### src/rtl/rx_deframer_pkg.sv
// Shared types and helpers for the rx_deframer: FSM state, dibit phase rotation
// and the Hamming-weight function used by the sync correlator.
package rx_deframer_pkg;

  typedef enum logic {SEARCH = 1'b0, PAYLOAD = 1'b1} state_t;

  // One quarter-turn of the constellation: r(d) = {~d[0], d[1]}.
  function automatic logic [1:0] rot_dibit(input logic [1:0] d);
    return {~d[0], d[1]};
  endfunction

  function automatic logic [1:0] unrot_dibit(input logic [1:0] d);
    return {d[0], ~d[1]};
  endfunction

  function automatic logic [5:0] popcount32(input logic [31:0] w);
    logic [5:0] n;
    n = '0;
    for (int i = 0; i < 32; i++) n = n + 6'(w[i]);
    return n;
  endfunction

  function automatic logic [31:0] rot_word(input logic [31:0] w, input logic [1:0] k);
    logic [31:0] r;
    r = w;
    for (int j = 0; j < 3; j++)
      if (2'(j) < k)
        for (int i = 0; i < 16; i++) r[2*i +: 2] = rot_dibit(r[2*i +: 2]);
    return r;
  endfunction

  function automatic logic [1:0] unrot_k(input logic [1:0] d, input logic [1:0] k);
    logic [1:0] r;
    r = d;
    for (int j = 0; j < 3; j++)
      if (2'(j) < k) r = unrot_dibit(r);
    return r;
  endfunction

endpackage

### src/rtl/rx_deframer_fifo.sv
// Synchronous FIFO with a registered output stage; total occupancy (memory plus
// output register) is capped at DEPTH, and a pop frees a slot in the same cycle.
module fifo_sync #(
  parameter int WIDTH = 9,
  parameter int DEPTH = 16
) (
  input  logic             clk,
  input  logic             rst,
  input  logic             in_valid,
  input  logic [WIDTH-1:0] in_data,
  output logic             in_ready,
  output logic             out_valid,
  output logic [WIDTH-1:0] out_data,
  input  logic             out_ready,
  output logic             full,
  output logic             empty
);

  localparam int AW = $clog2(DEPTH);
  localparam int CW = AW + 1;

  logic [WIDTH-1:0] mem [DEPTH];
  logic [AW-1:0]    wr_ptr, rd_ptr;
  logic [CW-1:0]    mem_count;
  logic             pop, load, wr_en, bypass, mem_wr, mem_rd;

  assign full     = (mem_count + CW'(out_valid)) == CW'(DEPTH);
  assign empty    = !out_valid;
  assign in_ready = !full || out_ready;
  assign pop      = out_valid && out_ready;
  assign load     = !out_valid || pop;
  assign wr_en    = in_valid && in_ready;
  // An empty memory lets a write go straight into the output register.
  assign bypass   = wr_en && load && (mem_count == '0);
  assign mem_wr   = wr_en && !bypass;
  assign mem_rd   = load && (mem_count != '0);

  always_ff @(posedge clk) begin
    if (mem_wr) mem[wr_ptr] <= in_data;
  end

  always_ff @(posedge clk or posedge rst) begin
    if (rst) begin
      wr_ptr    <= '0;
      rd_ptr    <= '0;
      mem_count <= '0;
      out_valid <= 1'b0;
      out_data  <= '0;
    end else begin
      if (mem_wr) wr_ptr <= wr_ptr + 1'b1;
      if (mem_rd) rd_ptr <= rd_ptr + 1'b1;
      mem_count <= mem_count + CW'(mem_wr) - CW'(mem_rd);
      if (load) begin
        if (mem_rd)      out_data <= mem[rd_ptr];
        else if (bypass) out_data <= in_data;
        out_valid <= mem_rd || bypass;
      end
    end
  end

endmodule

### src/rtl/rx_deframer.sv
// Dibit-stream deframer: error-tolerant sync hunt, MSB-first payload packing into
// a FIFO-buffered byte stream. RX_DEFRAMER_PHASE_RESOLVE_EN adds 4-phase resolution.
import rx_deframer_pkg::*;

module rx_deframer #(
  parameter logic [31:0] SYNC_WORD     = 32'h1ACFFC1D,
  parameter int          MAX_ERRORS    = 2,
  parameter int          PAYLOAD_BYTES = 100,
  parameter int          FIFO_DEPTH    = 16
) (
  input  logic        clk,
  input  logic        rst,
  input  logic        in_valid,
  input  logic [1:0]  in_data,
  output logic        out_valid,
  output logic [7:0]  out_data,
  output logic        out_last,
  input  logic        out_ready,
  output logic        locked,
  output logic [1:0]  rotation,
  output logic        overflow,
  output logic [15:0] frame_count
);

  state_t      state;
  logic [31:0] sr, sr_next;
  logic [1:0]  dibit_cnt;
  logic [11:0] byte_cnt;
  logic [5:0]  byte_sr;
  logic        push_valid, push_last;
  logic [7:0]  push_data;
  logic        match, last_byte;
  logic [1:0]  pay_dibit;
  logic        fifo_in_ready, fifo_full, fifo_empty, unused_flags;
  logic [8:0]  fifo_out;

`ifdef RX_DEFRAMER_PHASE_RESOLVE_EN
  logic [1:0] rot_q, match_k;
  assign rotation = rot_q;
`else
  assign rotation = 2'd0;
`endif

  assign last_byte = (byte_cnt == 12'(PAYLOAD_BYTES - 1));

  always_comb begin
    sr_next = {sr[29:0], in_data};
`ifdef RX_DEFRAMER_PHASE_RESOLVE_EN
    match   = 1'b0;
    match_k = 2'd0;
    // Descending scan so the lowest matching rotation wins.
    for (int k = 3; k >= 0; k--) begin
      if (popcount32(sr_next ^ rot_word(SYNC_WORD, 2'(k))) <= 6'(MAX_ERRORS)) begin
        match   = 1'b1;
        match_k = 2'(k);
      end
    end
    pay_dibit = unrot_k(in_data, rot_q);
`else
    match     = popcount32(sr_next ^ SYNC_WORD) <= 6'(MAX_ERRORS);
    pay_dibit = in_data;
`endif
  end

  always_ff @(posedge clk or posedge rst) begin
    if (rst) begin
      state       <= SEARCH;
      sr          <= '0;
      dibit_cnt   <= '0;
      byte_cnt    <= '0;
      byte_sr     <= '0;
      locked      <= 1'b0;
      overflow    <= 1'b0;
      frame_count <= '0;
      push_valid  <= 1'b0;
      push_data   <= '0;
      push_last   <= 1'b0;
`ifdef RX_DEFRAMER_PHASE_RESOLVE_EN
      rot_q       <= 2'd0;
`endif
    end else begin
      push_valid <= 1'b0;
      // Dropped bytes still advance the counters so frame alignment survives.
      if (push_valid && !fifo_in_ready) overflow <= 1'b1;
      if (in_valid) begin
        case (state)
          SEARCH: begin
            sr <= sr_next;
            if (match) begin
              state     <= PAYLOAD;
              locked    <= 1'b1;
              dibit_cnt <= '0;
              byte_cnt  <= '0;
`ifdef RX_DEFRAMER_PHASE_RESOLVE_EN
              rot_q     <= match_k;
`endif
            end
          end
          PAYLOAD: begin
            dibit_cnt <= dibit_cnt + 1'b1;
            byte_sr   <= {byte_sr[3:0], pay_dibit};
            if (dibit_cnt == 2'd3) begin
              push_valid <= 1'b1;
              push_data  <= {byte_sr, pay_dibit};
              push_last  <= last_byte;
              if (last_byte) begin
                state       <= SEARCH;
                locked      <= 1'b0;
                frame_count <= frame_count + 1'b1;
                sr          <= '0;
                byte_cnt    <= '0;
              end else begin
                byte_cnt <= byte_cnt + 1'b1;
              end
            end
          end
          default: state <= SEARCH;
        endcase
      end
    end
  end

  fifo_sync #(.WIDTH(9), .DEPTH(FIFO_DEPTH)) u_fifo (
    .clk       (clk),
    .rst       (rst),
    .in_valid  (push_valid),
    .in_data   ({push_last, push_data}),
    .in_ready  (fifo_in_ready),
    .out_valid (out_valid),
    .out_data  (fifo_out),
    .out_ready (out_ready),
    .full      (fifo_full),
    .empty     (fifo_empty)
  );

  assign out_last     = fifo_out[8];
  assign out_data     = fifo_out[7:0];
  assign unused_flags = fifo_full ^ fifo_empty;

endmodule
### config.mk
export PLATFORM = sky130hd
export DESIGN_NAME = rx_deframer
export DESIGN_NICKNAME = d
export VERILOG_FILES = /design/src/rtl/rx_deframer_pkg.sv /design/src/rtl/rx_deframer_fifo.sv /design/src/rtl/rx_deframer.sv
export SDC_FILE = /design/constraint.sdc
export NUM_CORES = 1
export LEC_CHECK = 0
export ABC_CLOCK_PERIOD_IN_PS = 5900
export CAP_MARGIN = 25
export CORE_MARGIN = 1.5
export CORE_UTILIZATION = 50
export DETAILED_ROUTE_END_ITERATION = 7
export PLACE_DENSITY = 0.67
export SYNTH_ARGS = -nofsm -noshare
export SYNTH_HDL_FRONTEND = slang
export SYNTH_SLANG_ARGS = --single-unit
### constraint.sdc
create_clock -name clk -period 5.9 [get_ports clk]
set_input_delay 0.885 -clock clk [delete_from_list [all_inputs] [get_ports clk]]
set_output_delay 0.885 -clock clk [all_outputs]
set_load 0.1 [all_outputs]
; After elaboration in Yosys (flattened, before gate mapping)
; Memory sizes are Yosys's and may differ from the RTL's.
; Index checks and enable logic that the tools add are counted.
[classes]
addsub = 39
magnitude_cmp = 1
n_eq_ne = 6
mux = 24
n_bitwise = 2
reduce_logical = 25
[op_table]
columns = operator, n
row1 = $add A6 B1 Y6, 26
row2 = $mux W30, 2
row3 = $pmux W30 S2, 1
row4 = $mux W12, 3
row5 = $pmux W12 S2, 1
row6 = $not A19 Y19, 1
row7 = $mux W9, 2
row8 = $add A16 B1 Y16 const B, 1
row9 = $add A12 B1 Y12 const B, 1
row10 = $eq A12 B7 Y1 const B, 1
row11 = $mux W1, 11
row12 = $add A5 B1 Y5, 2
row13 = $reduce_and A3 Y1, 3
row14 = $add A4 B1 Y4 const B, 2
row15 = $reduce_and A4 Y1, 2
row16 = $logic_and A1 B1 Y1, 7
row17 = $add A5 B1 Y6, 1
row18 = $le A6 B2 Y1 const B, 1
row19 = $reduce_and A2 Y1, 3
row20 = $add A4 B1 Y5, 1
row21 = $eq A5 B5 Y1 const B, 1
row22 = $logic_not A5 Y1, 1
row23 = $reduce_bool A5 Y1, 1
row24 = $sub A5 B1 Y5, 1
row25 = 14 further kinds, 21
[totals]
ff_bits = 102
ramBits = 144
in_bits = 6
out_inout_bits = 30
n_memories = 1
[memory_table]
columns = memory, words, word_bits, read_ports, rd_clocked_by_memory_dff, write_ports, line
row1 = u_fifo.mem, 16, 9, 1, 0, 1, rx_deframer_fifo.sv:22  ; logic [WIDTH-1:0] mem [DEPTH];

; Depth between registers and ports, before layout
[logic_depth]
depth_word = 35
mapped_depth = 19

; Modules after synthesis
; Synthesis repeated with hierarchy kept, for this count alone.
[hier_totals]
hier_cells = 800
hier_area_um2 = 11151.9
[by_module_without_submodules]
columns = mod, instances, cells_each, area_each_um2, seq_area_each_um2
row1 = fifo_sync, 1, 440, 6984.2, 4899.7
row2 = rx_deframer, 1, 360, 4167.7, 1976.9

; Least setup slack after synthesis
; Ideal clock, no wire load.
[synth_path]
path_kind = input to register
from = in in_data[1]
to = reg byte_cnt[0]
setup_time_ps = 125
t_arrival_ps = 5410
slack_ps = 365
cell_stages = 16
cell_sequence = fa_1 -> inv_1 -> fa_1 -> fa_1 -> inv_1 -> fa_1 -> fa_1 -> inv_1 -> fa_1 -> inv_1 -> ha_1 -> fa_1 -> or2_2 -> o21ai_0 -> a31oi_1 -> mux2_2
[synth_via]
elab_chain_len = 34
[synth_rtl]
columns = element, line
row1 = "start, declared", rx_deframer.sv:14  ; input logic [1:0] in_data,
row2 = $add A1 B1 Y2, rx_deframer_pkg.sv:19  ; for (int i = 0; i < 32; i++) n = n + 6'(w[i]);
row3 = $add A2 B1 Y3, rx_deframer_pkg.sv:19
row4 = $add A3 B1 Y4, rx_deframer_pkg.sv:19
row5 = $add A4 B1 Y5, rx_deframer_pkg.sv:19
row6 = $add A5 B1 Y6, rx_deframer_pkg.sv:19
row7 = $add A6 B1 Y6 (26 in series), rx_deframer_pkg.sv:19
row8 = $le A6 B2 Y1, rx_deframer.sv:60  ; match = popcount32(sr_next ^ SYNC_WORD) <= 6'(MAX_ERRORS);
row9 = $ne A2 B2 Y1 (no source line), --
row10 = $reduce_and A3 Y1 (no source line), --
row11 = "end signal, assigned", rx_deframer.sv:113  ; byte_cnt <= byte_cnt + 1'b1;
row12 = "end, declared", rx_deframer.sv:28  ; logic [11:0] byte_cnt;
; No other way between the ends.
; A chain may end at the register's enable or synchronous reset.

; Worst setup path in the final report
[layout_path]
from = in in_data[0]
to = reg byte_cnt[4]
[layout_via]
elab_chain_len = 35
[layout_rtl]
columns = element, line
row1 = $not A19 Y19 (no source line), --
row2 = $add A1 B1 Y2, rx_deframer_pkg.sv:19
row3 = $add A2 B1 Y3, rx_deframer_pkg.sv:19
row4 = $add A3 B1 Y4, rx_deframer_pkg.sv:19
row5 = $add A4 B1 Y5, rx_deframer_pkg.sv:19
row6 = $add A5 B1 Y6, rx_deframer_pkg.sv:19
row7 = $add A6 B1 Y6 (26 in series), rx_deframer_pkg.sv:19
row8 = $le A6 B2 Y1, rx_deframer.sv:60
row9 = $ne A2 B2 Y1 (no source line), --
row10 = $reduce_and A3 Y1 (no source line), --
; No other way between the ends.

==> run metrics <==
area delta synth->final 13.9%; Synth Register Bits approximately 250; Post-Syn Instances 759; Fill cells roughly 1700; Leak 5.09 nW; Fmax achieved around 0.18 GHz; first-pass GRT wire length 34000 um; share of layout cells above drive strength 1 0.120; Max FO, Critical Path 7; Period minus WS final around 5700 ps; clk_lat worst skew ~530 ps; top cells by area, synth edfxtp_1 40%, dfrtp_1 23%, fa_1 4.6%; synth unique cells 63; global route total overflow 0; Num Clock Sinks approximately 250; status finished, final reports clean; GP Congestion 0.845; DP HPWL ~14000 um; register area share after synthesis 0.629; die area between 20000 and 25000 um^2; DR pass1 iterations 5; top-count cell post-synth edfxtp_1; Die H around 150 um; asr flop ratio synth 0.415; vias in the first global route roughly 6400; Post-Syn Area per Cell about 14 um^2; design area between 10000 and 15000 um^2; Global Route Usage Sum 0.195; Routed Antenna Nets 0; final worst path period share 0.966; Net count, final approximately 860; post-cts sizing count 0; worst slack, placed -416 ps; Final Setup Violations 0; CTS Buffer Depth 3; worst hold path depth 2; reg2reg start sr[19]; Top FF cell, synth edfxtp_1; cts hold-fix bufs 0; synthesized area 10900 um^2; CP arrival between 6000 and 7000 ps; Reg2Reg Setup Slack between 600 and 700 ps; CTS root buffer clkbuf_16; DR iter-0 viols 340; PortBufs 33; Setup Buffers After CTS 0; Clock Pin Slew Worst Setup and Hold Paths roughly 60 ps; synth cell count leaders 144 x edfxtp_1, 102 x dfrtp_1, 67 x inv_1, 67 x nand2_1, 32 x mux2i_1; final setup TNS 0 ps; final slew viol count 0; Post-route DRC 0; RSZ-0062 raised after global routing no; critical path capture point type register; CTS tree done; FP Rows 53; htree depth 1; pwr/cell area between 500 and 600 nW/um^2; Worst Max-Slew Pin Slew roughly 990 ps; Hold Path Class reg -> reg; worst r2r path cells 16; Worst Setup Start Kind input pin; Endpoint, Worst Hold push_data[6]; maximum vdd ir drop about 0.00057 V; post-synth top area share 0.396; Antenna Cells 0; Worst Skew roughly 27 ps; vias per cell roughly 5.6; CTS buffer count 26; Slew HR 0.335; final WL between 20000 and 25000 um; pin count of the biggest net entering global routing between 60 and 70; hold_ws roughly 460 ps; Die X approximately 150 um; Placed Area between 10000 and 15000 um^2; DR WL/cell between 15 and 20 um; initial antenna violation count 0; max-cap violation count 0; worst path required time 6270 ps; hold path startpoint byte_sr[4]; I/O Pins 36; r2r endpoint byte_cnt[4]; CP Class in -> reg; synth warn 0; core area about 21000 um^2; cell taking the most area after synthesis edfxtp_1; Initial Utilization 0.515; final hold violations 0; total vias in the final route 6184; final core utilization 0.586; EDFF count, synth 144; final worst slack ~200 ps
cells in the final DEF (no fill, tap or decap), drive strengths merged, types with 7 or more instances in the layout:
cell type	instances
nor2	19
mux4	20
clkinv	11
xor2	7
a31oi	16
mux2i	32
ha	25
clkdlybuf4s50	33
a32oi	8
fa	25
clkbuf	32
a22o	30
xnor2	19
nand4	10
edfxtp	144
mux2	8
and3	27
a22oi	23
o21ai	8
buf	12
nor3	8
dfrtp	102
inv	68
a21oi	8
nand2	67
nand3	9
routing by layer:
metal  wire, um  vias up  GRT usage
li1           -     2877          -
met1       9100     3118      0.266
met2      10500      151      0.332
met3        933       38     0.0268
met4        516        0     0.0515
met5          0        -          0
worst max-delay path by stage:
stage	start	end	cells past startpoint
6_report	in_data[0]	byte_cnt[4]	18
5_1_grt	in_data[0]	byte_cnt[2]	19
4_1_cts	in_data[0]	byte_cnt[4]	19
3_5_place_dp	in_data[0]	byte_cnt[4]	19
3_3_place_gp	in_data[0]	byte_cnt[5]	19
2_1_floorplan	in_data[1]	byte_cnt[0]	16
power by group:
group / internal, W / switching (W)
combinational: 0.00134 / 0.00196
sequential: 0.00217 / 0.000338
clock: 0.000987 / 0.000648
total: 0.00450 / 0.00294
through the flow:
stage	power [W]	instances
finish	0.00744	1097
global route	0.00810	1097
CTS	0.00737	1096
detailed placement	0.00572	1048
global placement	0.00556	1047
floorplan	0.00492	760
final cells by class:
cell class	count	area (um^2)	share of cell area
timing repair buffer	45	428	0.0344
multi-input combinational	415	3670	0.295
sequential	246	6880	0.553
tap	275	344	0.0277
clock buffer	32	673	0.0541
clock inverter	16	191	0.0154
inverter	68	258	0.0207
worst max-delay path, cell delays in order:
cell,delay (ps)
clkdlybuf4s50_1,460
fa_1,550
inv_1,50
fa_1,470
inv_1,50
fa_1,470
inv_1,60
fa_1,480
fa_1,520
inv_1,50
fa_1,480
inv_1,40
ha_1,200
fa_1,440
a21oi_1,320
nand3_1,190
nand2_2,230
a31oi_1,140
registers in the layout (all words and copies together) (netlist names):
register          cells
frame_count          16
push_data             8
push_last             1
u_fifo.rd_ptr         4
state                 1
u_fifo.mem_count      5
push_valid            1
u_fifo.out_data       9
u_fifo.mem          144
byte_sr               6
byte_cnt             12
dibit_cnt             2
u_fifo.out_valid      1
sr                   30
overflow              1
locked                1
u_fifo.wr_ptr         4
cell families (layout without fill, tap and decap cells):
kind of cell	count (synthesis)	count (layout)	share of synthesized area
compound gates	112	112	0.0771
mux	60	60	0.0788
buf+inv	99	161	0.0369
simple gates	165	165	0.0823
fa+ha+maj	50	50	0.0744
flops	246	246	0.629
xor+xnor	26	26	0.0208
other cells	1	2	0.000343
No activity file was read; power rests on OpenSTA's default activity.
